[src/rtl/sdram_pkg.sv]
// Shared definitions for the SDRAM port arbiter: default widths and FSM encoding.
// Latency: none (definitions only).
// Backpressure: none (definitions only).
package sdram_pkg;

  localparam int ADDR_W = 24;
  localparam int DATA_W = 16;
  localparam int LEN_W  = 10;

  localparam logic [1:0] ST_IDLE = 2'd0;
  localparam logic [1:0] ST_XFER = 2'd1;
  localparam logic [1:0] ST_DONE = 2'd2;

  typedef enum logic [1:0] {
    IDLE = ST_IDLE,
    XFER = ST_XFER,
    DONE = ST_DONE
  } state_t;

  // One-hot per-client strobe for a selected client index.
  function automatic logic [1:0] onehot(input logic s);
    return s ? 2'b10 : 2'b01;
  endfunction

endpackage

[src/rtl/sdram_port_arb_if.sv]
// Client and controller signal bundle of the SDRAM port arbiter.
// Latency: none (wiring only).
// Backpressure: per-beat acks from the controller pace both clients.
interface sdram_port_arb_if;
  import sdram_pkg::*;

  logic [1:0]          cli_req;
  logic [1:0]          cli_we;
  logic [2*ADDR_W-1:0] cli_addr;
  logic [2*LEN_W-1:0]  cli_len;
  logic [2*DATA_W-1:0] cli_wdata;
  logic [1:0]          cli_grant;
  logic [1:0]          cli_wr_ack;
  logic [1:0]          cli_rd_valid;
  logic [DATA_W-1:0]   cli_rd_data;
  logic [1:0]          cli_done;
  logic [1:0]          cli_err;
  logic                mem_wr_req;
  logic                mem_rd_req;
  logic [ADDR_W-1:0]   mem_addr;
  logic [LEN_W-1:0]    mem_len;
  logic [DATA_W-1:0]   mem_wr_data;
  logic                mem_wr_ack;
  logic                mem_rd_ack;
  logic [DATA_W-1:0]   mem_rd_data;

  // Arbiter side.
  modport master (
    input  cli_req, cli_we, cli_addr, cli_len, cli_wdata,
    input  mem_wr_ack, mem_rd_ack, mem_rd_data,
    output cli_grant, cli_wr_ack, cli_rd_valid, cli_rd_data, cli_done, cli_err,
    output mem_wr_req, mem_rd_req, mem_addr, mem_len, mem_wr_data
  );

  // Clients plus controller side.
  modport slave (
    output cli_req, cli_we, cli_addr, cli_len, cli_wdata,
    output mem_wr_ack, mem_rd_ack, mem_rd_data,
    input  cli_grant, cli_wr_ack, cli_rd_valid, cli_rd_data, cli_done, cli_err,
    input  mem_wr_req, mem_rd_req, mem_addr, mem_len, mem_wr_data
  );

endinterface

[src/rtl/sdram_rr_pick.sv]
// Two-way round-robin selector: lone requester wins, ties go to the rr pointer.
// Latency: combinational.
// Backpressure: none; valid simply reflects any request present.
module sdram_rr_pick (
  input  logic [1:0] req,
  input  logic       rr,
  output logic       sel,
  output logic       valid
);

  // Tie broken by rr; otherwise the single active requester.
  always_comb begin
    valid = |req;
    sel   = (req == 2'b11) ? rr : req[1];
  end

endmodule

[src/rtl/sdram_port_arb.sv]
// Grants one of two burst clients to the SDRAM controller, round-robin, with watchdog abort.
// Latency: grant/request 1 cycle after request; done 1 cycle after last ack; beat routing combinational.
// Backpressure: controller acks pace beats; a client waits (request held) until granted.
module sdram_port_arb
  import sdram_pkg::*;
#(
  parameter int TMO_W = 12
) (
  input  logic              clk,
  input  logic              rst,
  input  logic              init_end,
  sdram_port_arb_if.master  bus
);

  // Abort fires on the edge where tmo would reach all-ones, i.e. after
  // 2^TMO_W-1 consecutive beatless XFER cycles.
  localparam logic [TMO_W-1:0] TMO_LAST = ~(TMO_W'(1));

  state_t            state;
  logic              sel;
  logic              we;
  logic              rr;
  logic [ADDR_W-1:0] addr;
  logic [LEN_W-1:0]  len;
  logic [LEN_W-1:0]  cnt;
  logic [TMO_W-1:0]  tmo;
  logic [1:0]        grant;
  logic [1:0]        done;
  logic [1:0]        err;
  logic              wr_req;
  logic              rd_req;

  logic              pick_sel;
  logic              pick_valid;
  logic              ack;
  logic              pick_we;
  logic [ADDR_W-1:0] pick_addr;
  logic [LEN_W-1:0]  pick_len;

  sdram_rr_pick u_pick (
    .req   (bus.cli_req),
    .rr    (rr),
    .sel   (pick_sel),
    .valid (pick_valid)
  );

  // Candidate transaction fields and the ack that matters for the granted direction.
  always_comb begin
    pick_we   = bus.cli_we[pick_sel];
    pick_addr = pick_sel ? bus.cli_addr[2*ADDR_W-1:ADDR_W] : bus.cli_addr[ADDR_W-1:0];
    pick_len  = pick_sel ? bus.cli_len[2*LEN_W-1:LEN_W]    : bus.cli_len[LEN_W-1:0];
    ack       = we ? bus.mem_wr_ack : bus.mem_rd_ack;
  end

  // Arbitration FSM with registered grant, request and pulse outputs.
  always_ff @(posedge clk or posedge rst) begin
    if (rst) begin
      state  <= IDLE;
      sel    <= 1'b0;
      we     <= 1'b0;
      rr     <= 1'b0;
      addr   <= '0;
      len    <= '0;
      cnt    <= '0;
      tmo    <= '0;
      grant  <= '0;
      done   <= '0;
      err    <= '0;
      wr_req <= 1'b0;
      rd_req <= 1'b0;
    end else begin
      done <= '0;
      err  <= '0;
      case (state)
        IDLE: begin
          if (init_end && pick_valid) begin
            sel   <= pick_sel;
            we    <= pick_we;
            addr  <= pick_addr;
            len   <= pick_len;
            cnt   <= '0;
            tmo   <= '0;
            grant <= onehot(pick_sel);
            if (pick_len == '0) begin
              // Empty burst: complete without touching the controller.
              done  <= onehot(pick_sel);
              state <= DONE;
            end else begin
              wr_req <= pick_we;
              rd_req <= !pick_we;
              state  <= XFER;
            end
          end
        end
        XFER: begin
          if (ack) begin
            tmo <= '0;
            cnt <= cnt + 1'b1;
            if (cnt + 1'b1 == len) begin
              wr_req <= 1'b0;
              rd_req <= 1'b0;
              done   <= onehot(sel);
              state  <= DONE;
            end
          end else if (tmo == TMO_LAST) begin
            tmo    <= tmo + 1'b1;
            wr_req <= 1'b0;
            rd_req <= 1'b0;
            grant  <= '0;
            err    <= onehot(sel);
            rr     <= ~sel;
            state  <= IDLE;
          end else begin
            tmo <= tmo + 1'b1;
          end
        end
        DONE: begin
          grant <= '0;
          rr    <= ~sel;
          state <= IDLE;
        end
        default: state <= IDLE;
      endcase
    end
  end

  // Zero-latency beat routing; only the granted client ever sees a strobe.
  always_comb begin
    bus.cli_wr_ack   = '0;
    bus.cli_rd_valid = '0;
    if (state == XFER) begin
      if (we) bus.cli_wr_ack[sel]   = bus.mem_wr_ack;
      else    bus.cli_rd_valid[sel] = bus.mem_rd_ack;
    end
  end

  assign bus.mem_wr_data = sel ? bus.cli_wdata[2*DATA_W-1:DATA_W] : bus.cli_wdata[DATA_W-1:0];
  assign bus.cli_rd_data = bus.mem_rd_data;
  assign bus.cli_grant   = grant;
  assign bus.cli_done    = done;
  assign bus.cli_err     = err;
  assign bus.mem_wr_req  = wr_req;
  assign bus.mem_rd_req  = rd_req;
  assign bus.mem_addr    = addr;
  assign bus.mem_len     = len;

endmodule
[src/flat_wrapper.sv]
// flat-port wrapper written by rule: the top's interface ports become plain ports
module sdram_port_arb_flat import sdram_pkg::*;
#(
  parameter int TMO_W = 12
)
  (clk, rst, init_end, bus_cli_req, bus_cli_we, bus_cli_addr, bus_cli_len, bus_cli_wdata, bus_mem_wr_ack, bus_mem_rd_ack, bus_mem_rd_data, bus_cli_grant, bus_cli_wr_ack, bus_cli_rd_valid, bus_cli_rd_data, bus_cli_done, bus_cli_err, bus_mem_wr_req, bus_mem_rd_req, bus_mem_addr, bus_mem_len, bus_mem_wr_data);
  sdram_port_arb_if bus_i ();
  input  logic clk;
  input  logic rst;
  input  logic init_end;
  input wire logic [$bits(bus_i.cli_req)-1:0] bus_cli_req;
  input wire logic [$bits(bus_i.cli_we)-1:0] bus_cli_we;
  input wire logic [$bits(bus_i.cli_addr)-1:0] bus_cli_addr;
  input wire logic [$bits(bus_i.cli_len)-1:0] bus_cli_len;
  input wire logic [$bits(bus_i.cli_wdata)-1:0] bus_cli_wdata;
  input wire logic [$bits(bus_i.mem_wr_ack)-1:0] bus_mem_wr_ack;
  input wire logic [$bits(bus_i.mem_rd_ack)-1:0] bus_mem_rd_ack;
  input wire logic [$bits(bus_i.mem_rd_data)-1:0] bus_mem_rd_data;
  output wire logic [$bits(bus_i.cli_grant)-1:0] bus_cli_grant;
  output wire logic [$bits(bus_i.cli_wr_ack)-1:0] bus_cli_wr_ack;
  output wire logic [$bits(bus_i.cli_rd_valid)-1:0] bus_cli_rd_valid;
  output wire logic [$bits(bus_i.cli_rd_data)-1:0] bus_cli_rd_data;
  output wire logic [$bits(bus_i.cli_done)-1:0] bus_cli_done;
  output wire logic [$bits(bus_i.cli_err)-1:0] bus_cli_err;
  output wire logic [$bits(bus_i.mem_wr_req)-1:0] bus_mem_wr_req;
  output wire logic [$bits(bus_i.mem_rd_req)-1:0] bus_mem_rd_req;
  output wire logic [$bits(bus_i.mem_addr)-1:0] bus_mem_addr;
  output wire logic [$bits(bus_i.mem_len)-1:0] bus_mem_len;
  output wire logic [$bits(bus_i.mem_wr_data)-1:0] bus_mem_wr_data;
  assign bus_i.cli_req = bus_cli_req;
  assign bus_i.cli_we = bus_cli_we;
  assign bus_i.cli_addr = bus_cli_addr;
  assign bus_i.cli_len = bus_cli_len;
  assign bus_i.cli_wdata = bus_cli_wdata;
  assign bus_i.mem_wr_ack = bus_mem_wr_ack;
  assign bus_i.mem_rd_ack = bus_mem_rd_ack;
  assign bus_i.mem_rd_data = bus_mem_rd_data;
  assign bus_cli_grant = bus_i.cli_grant;
  assign bus_cli_wr_ack = bus_i.cli_wr_ack;
  assign bus_cli_rd_valid = bus_i.cli_rd_valid;
  assign bus_cli_rd_data = bus_i.cli_rd_data;
  assign bus_cli_done = bus_i.cli_done;
  assign bus_cli_err = bus_i.cli_err;
  assign bus_mem_wr_req = bus_i.mem_wr_req;
  assign bus_mem_rd_req = bus_i.mem_rd_req;
  assign bus_mem_addr = bus_i.mem_addr;
  assign bus_mem_len = bus_i.mem_len;
  assign bus_mem_wr_data = bus_i.mem_wr_data;
  sdram_port_arb #(.TMO_W(TMO_W)) u_core (.clk(clk), .rst(rst), .init_end(init_end), .bus(bus_i));
endmodule
[config.mk]
export PLATFORM = sky130hd
export DESIGN_NAME = sdram_port_arb_flat
export DESIGN_NICKNAME = d
export VERILOG_FILES = /design/src/rtl/sdram_pkg.sv /design/src/rtl/sdram_port_arb_if.sv /design/src/rtl/sdram_rr_pick.sv /design/src/rtl/sdram_port_arb.sv /design/src/flat_wrapper.sv
export SDC_FILE = /design/constraint.sdc
export NUM_CORES = 1
export LEC_CHECK = 0
export CAP_MARGIN = 20
export CORE_ASPECT_RATIO = 1.4
export CORE_MARGIN = 2
export CORE_UTILIZATION = 41
export DETAILED_ROUTE_END_ITERATION = 8
export HOLD_SLACK_MARGIN = 0.1
export MAX_ROUTING_LAYER = met4
export PLACE_DENSITY = 0.91
export SYNTH_ARGS = -nofsm -noshare
export SYNTH_HDL_FRONTEND = slang
export SYNTH_SLANG_ARGS = --single-unit
[constraint.sdc]
create_clock -name clk -period 2.8 [get_ports clk]
set_input_delay 0.56 -clock clk [delete_from_list [all_inputs] [get_ports clk]]
set_output_delay 0.56 -clock clk [all_outputs]
set_load 0.01 [all_outputs]
======== Word-level counts from Yosys, hierarchy flattened ========
Index checks and enable logic that the tools add are counted.
storage, ports and cells
  input bits .............................. 125
  memory bits (read-only) ................. 0
  word-level logic and storage cells ...... 99
  memories kept ........................... 0
  output and inout port bits .............. 78
  register bits after elaboration ......... 69
  bits in latches ......................... 0
  bits in writable memories ............... 0
cells by class
  add/sub/neg operators ................... 2
  equal/unequal tests ..................... 12
  order comparisons ....................... 3
  reductions and logical operators ........ 16
  shift-type cells ........................ 0
  muxes and demuxes ....................... 50
  div/mod/pow operators ................... 0
  multipliers ............................. 0
  bitwise logic cells ..................... 3
operators with widths
  kind                                                                           number
  2-bit 2-to-1 mux                                                               20
  10-bit 2-to-1 mux                                                              3
  12-bit 2-to-1 mux                                                              2
  24-bit 2-to-1 mux                                                              1
  12-bit one-hot mux with 2 select lines                                         1
  10-bit one-hot mux with 2 select lines                                         1
  16-bit 2-to-1 mux                                                              1
  1-bit 2-to-1 mux                                                               14
  12-bit by 1-bit adder with 12-bit output (second input constant)               1
  12-bit equality test (second input constant)                                   1
  10-bit by 1-bit adder with 10-bit output (second input constant)               1
  10-bit equality test                                                           1
  10-bit zero test                                                               1
  3-bit AND reduction                                                            3
  2-bit one-hot mux with 2 select lines                                          2
  2-bit by 1-bit != test with 1-bit output (second input constant)               3
  1-bit one-hot mux with 2 select lines                                          3
  2-bit one-hot mux with 3 select lines                                          1
  5-bit AND reduction                                                            1
  2-bit AND                                                                      2
  2-bit equality test (second input constant)                                    2
  1-bit by 2-bit less-than comparator with 1-bit output (second input constant)  2
  2-bit != test (second input constant)                                          2
  2-bit AND reduction                                                            2
  13 further kinds                                                               15

======== Logic depth before layout (Yosys ltp) ========
Gate-level depths: netlist of the first run.
  depth in word-level cells ............... 8
  mapped depth ............................ 9
  depth with buffers taken out ............ 8

======== Cells and area by module ========
Synthesis of the first run repeated with hierarchy kept, for this count alone.
unflattened totals
  cells, all modules ...................... 446
  area, all modules ....................... 4119.0 um^2
modules (own cells, without submodules)
  module          sequential area each (um^2)  instances  cells each  area each (um^2)
  sdram_port_arb  1726.7                       1          443         4101.4
  sdram_rr_pick   0.0                          1          3           17.5

======== Worst setup path before layout of the first run ========
Ideal clock, no wire load.
  path kind ............................... reg-to-reg
  from .................................... register u_core.cnt[1]
  to ...................................... register u_core.done[0], in the netlist u_core.bus.cli_done[0]
  data required time ...................... 2.732 ns
  stages on the path, launching flop included .. 8
  data arrival time ....................... 2.137 ns
  path buffers ............................ 0
  setup time .............................. 0.068 ns
  clock period less this slack ............ 2.205 ns
  path slack .............................. 0.595 ns
  cells stage by stage .................... dfrtp_1 -> ha_1 -> xnor2_1 -> xnor2_1 -> or4_4 -> nor4_4 -> and2_1 -> a32o_2
between the ends
  cells in the longest elaborated chain, start to end .. 5
ends and longest elaborated chain
  element                                   line                   source
  start: declaration                        sdram_port_arb.sv:25   logic [LEN_W-1:0] cnt;
  start signal: assignment                  sdram_port_arb.sv:98   cnt <= cnt + 1'b1;
  10-bit by 1-bit adder with 10-bit output  sdram_port_arb.sv:99   if (cnt + 1'b1 == len) begin
  10-bit equality test                      sdram_port_arb.sv:99
  2-bit 2-to-1 mux                          sdram_port_arb.sv:99
  2-bit 2-to-1 mux                          sdram_port_arb.sv:96   if (ack) begin
  2-bit one-hot mux with 2 select lines     sdram_port_arb.sv:74   case (state)
  end signal: assignment                    sdram_port_arb.sv:86   done <= onehot(pick_sel);
  end signal: assignment                    sdram_port_arb.sv:102  done <= onehot(sel);
  end: declaration                          sdram_port_arb.sv:28   logic [1:0] done;
No other way between the ends.
A chain may end at the register's enable or synchronous reset.

======== Final worst setup path of the first run ========
  from .................................... register u_core.cnt[0]
  to ...................................... register u_core.done[1], in the netlist u_core.bus.cli_done[1]
Same word-level chain as after synthesis.

==> run_results.csv, run 1 <==
group,metric,value,unit
synthesis,synth_mux_area_share,13.1,%
grt,use_met1,27.4,%
drt,drt-pass1-iter-count,7,
power,p_leak,0.00265,uW
placement,dpl_cell_area,5890,um^2
synthesis,synth_edf_count,0,
sta,drv_slew,0,
final_layout,final_area,6220,um^2
grt,grt.busiest_layer,"met2",
sta,min_period,2610,ps
worst_setup_path,critPathCaptureType,"register",
worst_setup_path,path_max_fanout,9,
final_layout,syn_to_final_growth,51.0,%
grt,overflow,0,
clocking,htreeDepth,3,
synthesis,postSynthNetCount,578,
synthesis,synth-xor-area-share,3.73,%
synthesis,seq_area_frac_synth,41.9,%
synthesis,netlist_instances,448,
drt,vias_per_cell,5.48,
grt,gr-usage-met3,5.45,%
drt,drt_wl_total,12.6,mm
clocking,clock_latency,340,ps
sta,timing.hold.ws,477,ps
grt,grt_pass1_vias,4138,
floorplanning,die_x,88.7,um
sta,hold_viol_final,0,
clocking,path_clk_slew,60,ps
final_layout,nets,733,
clocking,postCtsHoldBufs,0,
final_layout,n_antenna_cell,0,
synthesis,synth.avg_cell_area,9.20,um^2
synthesis,netlist_area,4120,um^2
synthesis,ys_async_sr_fraction,100,%
floorplanning,floorplan.initialDensity,41.9,%
synthesis,synthAdderAreaFrac,1.52,%
clocking,cts_buffer_depth,2,
grt,grt_use_met2,39.4,%
drt,wire_per_inst,17.0,um
synthesis,yosys.area_share.simple,17.4,%
worst_setup_path,crit_path_start_kind,"register",
sta,period_share,93.3,%
final_layout,fin_util,63.2,%
sta,max_freq,383,MHz
sta,rsz0062_at_grt,"false",
synthesis,ys_warn_count,0,
sta,slew_headroom,55.7,%
floorplanning,die_y,123,um
grt,antenna_found_initial,0,
placement,gp_congestion,0.896,
power,peakVddDrop,0.448,mV
drt,drcViolationCount,0,
final_layout,layout_commonest_cell,"clkdlybuf4s50_1",
run,cap_violations,0,
worst_hold_path,hp-class,"register to register",
drt,ant_nets,0,
floorplanning,num_rows,43,
clocking,cts_tree,"built",
grt,track_usage,23.9,%
drt,vias,4074,
synthesis,yosysUniqueCellTypes,48,
sta,worstMarginPinSlew,660,ps
synthesis,synth_top_family_by_area,"simple AND/OR/NAND/NOR gates",
placement,io_buffers,170,
sta,final.setup.tns,0,ps
placement,post-dp-hpwl,9.67,mm
grt,grt_pass1_wl,19.5,mm
grt,grt_max_degree,70,
synthesis,synth_ff_type,"dfrtp_1",
drt,drtIter0Drc,321,
sta,setup_viol,0,
final_layout,drive_gt1_share,9.05,%
synthesis,synth_compound_area_share,15.9,%
worst_setup_path,path_class,"register to register",
power,power.density,859,nW/um^2
worst_setup_path,cp_data_required_time,3070,ps
floorplanning,io_pins,203,
floorplanning,core_area,9850,um^2
status,status,"completed",
clocking,cts.sinks,69,
floorplanning,dieArea,10900,um^2
clocking,cts_made_buffers,9,
sta,skew,6.63,ps
final_layout,mostFrequentLayoutCells,"clkdlybuf4s50_1, dfrtp_1, nand2_1",
clocking,root_buffer,"clkbuf_16",
worst_setup_path,arrival,2890,ps
synthesis,yosys_register_bits,69,
==> worst max-delay path: stages, from the launching register on <==
cell     delay (ps)
dfrtp_1         470
ha_1            330
xnor2_1         220
xnor2_1          90
or4_4           540
nor4_4          450
and2_1          260
a32o_2          180
==> report_power, final <==
part / switching, uW / internal (uW) / leakage, uW / total [uW]
registers: 305 / 1310 / 0.000894 / 1620
clock network: 443 / 830 / 0.000162 / 1270
logic: 1210 / 1250 / 0.00160 / 2460
total: 1960 / 3390 / 0.00265 / 5350
==> routing by layer <==
metal  wire length (um)  up-vias
met5                  0        -
met4                436        0
met3                805       42
met2               6640      195
met1               4770     1927
li1                   -     1910
==> synth_stat cells, types with 3 or more instances <==
master,count,area share [%]
or3_1,5,0.76
o41ai_1,3,0.64
nand2b_1,4,0.61
and3_1,8,1.2
nor3_1,7,0.85
a211oi_1,4,0.73
dfrtp_1,69,42
buf_2,5,0.61
and2_1,4,0.61
nand3_1,16,1.9
mux2_2,16,4.4
a31oi_1,5,0.76
xnor2_1,6,1.3
nand4_1,6,0.91
xor2_1,9,1.9
a21oi_1,13,1.6
clkbuf_1,15,1.4
nor4_1,5,0.76
nor2_1,17,1.5
ha_1,5,1.5
mux2i_1,36,8.7
buf_4,18,3.3
nand2_1,66,6.0
o21ai_0,62,7.5
o31ai_1,4,0.73
inv_1,10,0.91
==> what timing repair did <==
action / 4_1_cts / 5_1_grt
setup buffers: 0 / 0
hold endpoints to repair: 0 / 0
gates resized for setup: 0 / 2
endpoints found under the setup margin: 0 / 2
==> sequential cells by signal (all words and copies together) (netlist names) <==
| register | cells |
|---|---|
| u_core.bus.mem_addr | 24 |
| u_core.tmo | 12 |
| u_core.bus.mem_len | 10 |
| u_core.cnt | 10 |
| u_core.bus.cli_done | 2 |
| u_core.bus.cli_err | 2 |
| u_core.bus.cli_grant | 2 |
| u_core.state | 2 |
| u_core.bus.mem_rd_req | 1 |
| u_core.bus.mem_wr_req | 1 |
| u_core.rr | 1 |
| u_core.sel | 1 |
| u_core.we | 1 |
==> area by class of cell <==
type,instances,area (um^2)
multi-input cells,330,2140
clock inverters,5,81.3
repair buffers,183,1810
flip-flops and latches,69,1730
well taps,135,169
fillers,783,3620
inverters,10,37.5
clock buffers,11,253
==> final timing paths <==
path | start | endpoint | slack, ps | cells past startpoint
max in group asynchronous | rst | u_core.bus.mem_addr[17] | 1890 | 3
hold reg to reg | u_core.bus.mem_addr[19] | u_core.bus.mem_addr[19] | 480 | 2
hold / removal | u_core.bus.mem_addr[19] | u_core.bus.mem_addr[19] | 480 | 2
setup / recovery | u_core.cnt[0] | u_core.bus.cli_done[1] | 190 | 7
min in group asynchronous | rst | u_core.bus.mem_addr[2] | 610 | 3
setup reg to reg | u_core.cnt[0] | u_core.bus.cli_done[1] | 190 | 7
==> per-stage QoR <==
stage / setup slack [ps] / total power [uW] / instances
CTS: 104 / 5340 / 743
detailed placement: 78.8 / 4050 / 727
finish: 186 / 5350 / 743
floorplan: 500 / 2840 / 448
global route: 97.3 / 5650 / 743
global placement: 161 / 3930 / 727
==> cells by family (layout without fill, tap and decap cells) <==
group | Yosys count | count (layout)
fa+ha+maj | 5 | 5
mux | 52 | 52
compound gates | 110 | 110
simple gates | 147 | 147
flops | 69 | 69
buf+inv | 49 | 209
xor+xnor | 16 | 16
No activity file was read; power rests on OpenSTA's default activity.
==> run 2, diff against run 1 <==
--- a/config.mk
+++ b/config.mk
@@ -10,7 +10,6 @@
 export CORE_MARGIN = 2
 export CORE_UTILIZATION = 41
 export DETAILED_ROUTE_END_ITERATION = 8
-export HOLD_SLACK_MARGIN = 0.1
 export MAX_ROUTING_LAYER = met4
 export PLACE_DENSITY = 0.91
 export SYNTH_ARGS = -nofsm -noshare
==> results of run 2 <==
The final DEF is identical to that of run 1; final timing and power are the same.
